`src/rtl/yon_denetleyici.sv`:
```
// yon_denetleyici: debounced direction controller for the obstacle-sensing vehicle.
// Raw sensors are synchronised and filtered, reduced to a 2-bit direction request,
// and a state machine enforces minimum turn time, bounded reversing and a latched halt.
module yon_denetleyici #(
    parameter int FILTRE     = 4,
    parameter int DONUS      = 16,
    parameter int GERI       = 8,
    parameter int MAX_DENEME = 3
) (
    input  logic       clk,
    input  logic       rst_n,
    input  logic       sag,
    input  logic       sol,
    input  logic       on,
    input  logic       temizle,
    output logic [1:0] yon,
    output logic       degisti,
    output logic       dur
);

    // Counter widths
    localparam int FW        = $clog2(FILTRE + 1);
    localparam int SAYAC_UST = (DONUS > GERI) ? DONUS : GERI;
    localparam int SW        = $clog2(SAYAC_UST + 1);
    localparam int DW        = $clog2(MAX_DENEME + 1);

    // Bit order for the sensor vectors: [0]=sag, [1]=sol, [2]=on
    logic [2:0]    ham;
    logic [2:0]    senk1;
    logic [2:0]    senk2;
    logic [2:0]    filtre_q;
    logic [FW-1:0] fark_say [3];
    logic [1:0]    istek;

    assign ham = {on, sol, sag};

    // Two-flop synchroniser for the asynchronous sensor pins
    always_ff @(posedge clk or negedge rst_n) begin
        if (!rst_n) begin
            senk1 <= '0;
            senk2 <= '0;
        end else begin
            senk1 <= ham;
            senk2 <= senk1;
        end
    end

    // Per-input debounce: filtered value flips after FILTRE consecutive mismatches
    always_ff @(posedge clk or negedge rst_n) begin
        if (!rst_n) begin
            filtre_q <= '0;
            for (int i = 0; i < 3; i++) begin
                fark_say[i] <= '0;
            end
        end else begin
            for (int i = 0; i < 3; i++) begin
                if (senk2[i] == filtre_q[i]) begin
                    fark_say[i] <= '0;
                end else if (fark_say[i] == FW'(FILTRE - 1)) begin
                    filtre_q[i] <= senk2[i];
                    fark_say[i] <= '0;
                end else begin
                    fark_say[i] <= fark_say[i] + FW'(1);
                end
            end
        end
    end

    // Direction request, same code as the combinational decoder
    assign istek[1] = filtre_q[2] | (filtre_q[1] & ~filtre_q[0]);
    assign istek[0] = filtre_q[2] | filtre_q[0];

    typedef enum logic [2:0] {
        D_ILERI     = 3'd0,
        D_SAG_ENGEL = 3'd1,
        D_SOL_ENGEL = 3'd2,
        D_GERI      = 3'd3,
        D_DUR       = 3'd4
    } durum_t;

    durum_t        durum;
    durum_t        sonraki;
    durum_t        hedef;
    durum_t        geri_hedefi;
    logic          giris;
    logic [SW-1:0] sayac;
    logic [DW-1:0] deneme;
    logic [DW-1:0] deneme_sonraki;
    logic [1:0]    yon_sonraki;

    // Next-state decision: dispatch targets, hold expiry, front-obstacle preemption
    always_comb begin
        geri_hedefi = (deneme == DW'(MAX_DENEME)) ? D_DUR : D_GERI;
        case (istek)
            2'b00:   hedef = D_ILERI;
            2'b01:   hedef = D_SAG_ENGEL;
            2'b10:   hedef = D_SOL_ENGEL;
            default: hedef = geri_hedefi;
        endcase

        sonraki = durum;
        giris   = 1'b0;
        case (durum)
            D_ILERI: begin
                sonraki = hedef;
                giris   = (hedef != D_ILERI);
            end
            D_SAG_ENGEL, D_SOL_ENGEL: begin
                if (istek == 2'b11) begin
                    sonraki = geri_hedefi;
                    giris   = 1'b1;
                end else if (sayac == SW'(DONUS - 1)) begin
                    sonraki = hedef;
                    giris   = 1'b1;
                end
            end
            D_GERI: begin
                if (sayac == SW'(GERI - 1)) begin
                    sonraki = hedef;
                    giris   = 1'b1;
                end
            end
            D_DUR: begin
                if (temizle) begin
                    sonraki = D_ILERI;
                    giris   = 1'b1;
                end
            end
            default: begin
                sonraki = D_ILERI;
                giris   = 1'b1;
            end
        endcase

        // Reverse episodes count up until the vehicle gets back to forward motion
        if (sonraki == D_ILERI) begin
            deneme_sonraki = '0;
        end else if (giris && (sonraki == D_GERI)) begin
            deneme_sonraki = deneme + DW'(1);
        end else begin
            deneme_sonraki = deneme;
        end

        case (sonraki)
            D_SAG_ENGEL: yon_sonraki = 2'b01;
            D_SOL_ENGEL: yon_sonraki = 2'b10;
            D_GERI:      yon_sonraki = 2'b11;
            default:     yon_sonraki = 2'b00;
        endcase
    end

    // State register with registered outputs; the hold counter restarts on every entry
    always_ff @(posedge clk or negedge rst_n) begin
        if (!rst_n) begin
            durum   <= D_ILERI;
            sayac   <= '0;
            deneme  <= '0;
            yon     <= 2'b00;
            degisti <= 1'b0;
            dur     <= 1'b0;
        end else begin
            durum  <= sonraki;
            deneme <= deneme_sonraki;
            if (giris) begin
                sayac <= '0;
            end else if (sayac != SW'(SAYAC_UST)) begin
                sayac <= sayac + SW'(1);
            end
            yon     <= yon_sonraki;
            degisti <= (yon_sonraki != yon);
            dur     <= (sonraki == D_DUR);
        end
    end

endmodule

```
`config.mk`:
```
export PLATFORM = sky130hd
export DESIGN_NAME = yon_denetleyici
export DESIGN_NICKNAME = d
export VERILOG_FILES = /design/src/rtl/yon_denetleyici.sv
export SDC_FILE = /design/constraint.sdc
export NUM_CORES = 1
export LEC_CHECK = 0
export CORE_AREA = 2 2 74 76
export DETAILED_ROUTE_END_ITERATION = 10
export DIE_AREA = 0 0 76 78
export PLACE_DENSITY_LB_ADDON = 0.08
export SETUP_SLACK_MARGIN = 0.4
export SYNTH_ARGS = -nofsm -noshare
export SYNTH_HDL_FRONTEND = slang
export SYNTH_SLANG_ARGS = --single-unit
```
`constraint.sdc`:
```
create_clock -name clk -period 2.7 [get_ports clk]
set_clock_uncertainty 0.2 [all_clocks]
set_input_delay 0.405 -clock clk [delete_from_list [all_inputs] [get_ports clk]]
set_output_delay 0.405 -clock clk [all_outputs]
set_load 0.02 [all_outputs]
```
## Word-level counts from Yosys, hierarchy flattened

Index checks and enable logic that the tools add are counted.

- Output and inout bits: 4
- Bits in writable memories: 0
- Bits in latches: 0
- Bits of input ports: 6
- Bits in read-only memories: 0
- Register bits: 32
- Word-level logic and storage cells: 82
- Memories: 0

- Bitwise gates (word level): 7
- Reductions and logical operators: 11
- Multipliers: 0
- Add/sub/neg operators: 5
- Equality and inequality tests: 22
- Shift-type cells: 0
- $lt $le $gt $ge: 0
- Multiplexer cells: 23
- Divide/modulo/power cells: 0

Operator list:

| cell | number |
|---|---|
| two-way mux 3 bit | 11 |
| equality test 3 x 2 -> 1 bit, second input constant | 7 |
| one-hot mux 3 bit (4 select lines) | 1 |
| two-way mux 5 bit | 2 |
| adder 3 x 1 -> 3 bit, second input constant | 3 |
| one-hot mux 3 bit (3 select lines) | 1 |
| equality test 2 bit, second input constant | 3 |
| equality test 3 x 1 -> 1 bit, second input constant | 2 |
| equality test 3 bit, second input constant | 2 |
| logical NOT 3 bit | 2 |
| one-hot mux 2 bit (3 select lines) | 1 |
| AND reduction 2 bit | 3 |
| adder 5 x 1 -> 5 bit, second input constant | 1 |
| equality test 5 x 3 -> 1 bit, second input constant | 1 |
| equality test 5 x 4 -> 1 bit, second input constant | 1 |
| != test 5 bit, second input constant | 1 |
| two-way mux 1 bit | 4 |
| two-way mux 2 bit | 2 |
| inverter 1 bit | 4 |
| one-hot mux 1 bit (4 select lines) | 1 |
| nonzero test 2 bit | 2 |
| equality test 1 bit | 3 |
| nonzero test 3 bit | 1 |
| adder 2 x 1 -> 2 bit, second input constant | 1 |
| 7 further kinds | 8 |

## Depth between registers and ports, before layout

- Depth in word-level cells: 12
- Depth in mapped cells: 9

## Worst setup path after synthesis

OpenSTA, ideal clock, no wires.

- Kind: reg-to-reg
- Start point: register sayac[0]
- End point: register deneme[1]
- Data arrival time: 1.881 ns
- Library setup time: 0.124 ns
- Clock period less this slack: 2.205 ns
- Data required time: 2.376 ns
- Stages on the path, launching flop included: 10
- Slack: 0.495 ns
- Path through: dfrtp_1 > ha_1 > and3_1 > ha_1 > nor2_1 > o32ai_2 > o22ai_2 > a21boi_4 > nor3b_4 > nor3_2

- Cells in the longest elaborated chain, start to end: 7
- Elaborated cells on any way between the ends: 15
- Classes of those cells: eq/ne: 3; mux: 9; reduce/logical: 3

Ends and longest elaborated chain:

| what | RTL line | RTL |
|---|---|---|
| start, declared | 86 | `logic [SW-1:0] sayac;` |
| start signal, assigned | 167 | `sayac <= sayac + SW'(1);` |
| equality test 5 x 4 -> 1 bit | 112 | `end else if (sayac == SW'(DONUS - 1)) begin` |
| two-way mux 3 bit | 112 |  |
| two-way mux 3 bit | 109 | `if (istek == 2'b11) begin` |
| one-hot mux 3 bit (4 select lines) | 103 | `case (durum)` |
| equality test 3 x 2 -> 1 bit | 138 | `end else if (giris && (sonraki == D_GERI)) begin` |
| logical AND 1 bit | 138 |  |
| nonzero test 2 bit (no source line) | -- |  |
| end signal, assigned | 163 | `deneme <= deneme_sonraki;` |
| end, declared | 87 | `logic [DW-1:0] deneme;` |

Several ways; a longest one is shown, not always the timed one.
A chain may end at the register's enable or synchronous reset.

## Final worst setup path

Ends and elaborated chain as after synthesis.

==> run summary <==
status: finished clean
Crit-path slowest cell: dfrtp_1
fin crit share: 81.6%
Yosys reg bits: 32
nets@finish: 152
Cell Chain, Critical Path: ha_4, and3_1, ha_4, nor2_2, o32ai_2, o22ai_2, a21boi_4, nor3b_4, nor3_2
r2r startpoint: sayac[0]$_DFFE_PN0P_
effective utilization at floorplan: 29.7%
CTS tree: built
synthesis warning total: 0
total number of vias: 898
Static Leak: 0.000797 uW
port bufs: 9
clock slew at reported path FFs: 0.07 ns
# rows: 26
H-tree depth: 2
Die X: 76 microns
max cap viols: 0
simple-gate share of the synthesized area: 18.2%
Routed WL: 2390 microns
CTS Sinks: 32
DR DRC count: 0
setup violators final: 0
PnR Total Power: 2220 uW
worst path arrival time: 2.17 ns
Worst slew margin: 65.0%
I/O pins: 10
DRT Pass-1 Iters: 4
maximum clock path buffer count: 2
GRT Resource Usage Total: 9.28%
largest family of logic cells by synthesized area: simple AND/OR/NAND/NOR gates
worst-margin pin slew: 0.523 ns
initial antenna violation count: 0
final hold violations: 0
Post-Synth Adder-Cell Area: 5.85%
Core Footprint: 5040 sq um
largest net degree at the start of global routing: 33
syn nets: 135
post-synthesis area per instance: 12.3 sq um
Hold Path Depth: 0
TritonCTS Buffers: 5
ys async rst share: 100%
HPWL Detailed: 1650 microns
Overflow after GRT: 0
first-pass GRT wire length: 4360 microns
Power Density: 1210 nW/um^2
setup TNS: 0 ns
Worst setup SP type: flip-flop
Clk Latency, worst-skew pair: 0.28 ns
mapped cell area: 1500 sq um
pre-CTS WS: 0.364 ns
Post-synth top flop: dfrtp_1
XOR/XNOR share of the synthesized area: 5.85%
critical path startpoint: sayac[0]$_DFFE_PN0P_
crit path capture type: flip-flop
Max Transition Viols Final: 0
post-synthesis cell type count: 34
HP Class: reg -> reg
min-delay src: senk1[1]$_DFF_PN0_
clk root buf: clkbuf_8
Die ar.: 5930 sq um
mux cell area share after synthesis: 2.92%
CP Class: reg -> reg
most numerous cell on the critical path: ha_4
CP Max Fanout: 4
DRT iter0 DRCs: 34
routed vias/inst: 4.28
share of layout cells above drive strength 1: 20.7%
Seq/Total Area, Yosys: 53.5%
cells on worst reg2reg path: 9
setup ws final: 0.498 ns
gpl congestion: 0.783
area grow syn2layout: 22.4%
vias in the first global route: 916
maximum VDD drop: 0.442 mV
Compound-Gate Fraction of Synth Area: 10.4%
Fmax: 0.454 GHz
Antenna Violating Nets Remaining: 0
Inserted Diodes: 0
Post-synth EDFFs: 0
minimum clock period: 2.20 ns
WL/cell: 11.4 microns
Largest stage delay, worst path: 0.42 ns
Required @ worst endpoint: 2.67 ns
Cells after Synth: 122
unrepaired setup endpoints after global routing: false
Die Height: 78 microns
CTS Hold Bufs: 0
-- where the power goes --
group | switching [uW] | total [uW] | internal (uW)
Sequential | 158 | 787 | 628
Combinational | 446 | 936 | 490
Clock | 175 | 501 | 325
-- metrics by stage --
| stage | hold WS (ns) | utilization, % | instance area, sq um | std cells |
|---|---|---|---|---|
| finish | 0.149 | 36.4 | 1830 | 210 |
| global route | 0.158 | 36.4 | 1830 | 210 |
| CTS | 0.151 | 35.7 | 1800 | 209 |
| detailed placement | 0.135 | 32.9 | 1660 | 199 |
| global placement | 0.134 | 32.9 | 1660 | 199 |
| floorplan | -0.0906 | - | 1500 | 122 |
-- kinds of logic after synthesis --
group | count (synthesis)
buffers and inverters | 9
multiplexers | 4
flip-flops | 32
AND/OR/NAND/NOR | 44
XOR/XNOR | 10
AO/OA/AOI/OAI | 16
adder cells (fa/ha/maj) | 7
-- cells in the final DEF (no fill, tap or decap), drive strengths merged, types with 2 or more instances in the layout --
| cell type | n |
|---|---|
| buf | 4 |
| clkbuf | 7 |
| nor2 | 9 |
| nor2b | 9 |
| dfrtp | 32 |
| a21oi | 4 |
| o22ai | 2 |
| inv | 6 |
| mux2 | 3 |
| xnor2 | 8 |
| o31ai | 2 |
| ha | 7 |
| nor3b | 5 |
| o2bb2ai | 2 |
| xor2 | 2 |
| clkdlybuf4s50 | 9 |
| nand2 | 6 |
| nor3 | 8 |
| nand3b | 2 |
-- timing repair --
item                                    in CTS  in global routing
endpoints found under the setup margin       2                  3
pin swaps                                    1                  4
cloned                                       0                  0
gates resized for setup                      1                  4
buffers inserted                             2                  1
-- layer usage --
layer / track usage [%] / share of wire [%] / vias to the layer above
li1: - / - / 456
met1: 12.6 / 48 / 424
met2: 13.4 / 46 / 12
met3: 2.91 / 3.8 / 6
met4: 4.55 / 2.0 / 0
met5: 0 / 0 / -
-- final timing paths --
check / to / slack [ns]
worst max-delay path: deneme[1]$_DFFE_PN0P_ / 0.50
worst min-delay path: senk2[1]$_DFF_PN0_ / 0.15
worst max register to register: deneme[1]$_DFFE_PN0P_ / 0.50
worst min register to register: senk2[1]$_DFF_PN0_ / 0.15
max in group asynchronous: senk1[1]$_DFF_PN0_ / 1.70
min in group asynchronous: degisti$_DFF_PN0_ / 0.31
-- cells in the mapped netlist (2+ instances only) --
cell,count,area share (%)
inv_1,6,1.5
xnor2_1,8,4.7
ha_1,7,5.8
o22ai_2,2,1.7
nor3_2,2,1.3
nor2_1,9,2.3
o2bb2ai_1,2,1.2
nor3b_1,4,2.0
nor2b_1,9,3.8
nand2_1,5,1.3
a21oi_1,3,1.0
o31ai_1,2,1.0
xor2_1,2,1.2
mux2_2,3,2.3
nand3b_1,2,1.0
nor3_1,6,2.0
dfrtp_1,32,53
buf_4,2,1.0
-- sequential cells by signal, indices dropped and copies added (netlist names) --
register / count
senk1: 3
dur: 1
sayac: 5
deneme: 2
yon: 2
durum: 3
filtre_q: 3
degisti: 1
fark_say: 9
senk2: 3
-- area by class of cell --
type | instances | area (sq um)
Tap cell | 70 | 87.6
Timing Repair Buffer | 13 | 120
Clock buffer | 7 | 96.3
Multi-Input combinational cell | 81 | 676
Inverter | 6 | 22.5
Sequential cell | 32 | 801
Clock inverter | 1 | 30.0
Fill cell | 501 | 3210
-- critical path, delay by kind of cell, from the launching register on --
kind / cells / cell delay (ns)
and+or+nand+nor: 4 / 0.58
DFF: 1 / 0.42
AOI/OAI and AO/OA: 3 / 0.53
adders and majority gates: 2 / 0.36
Power figures use the tool's default switching activity.
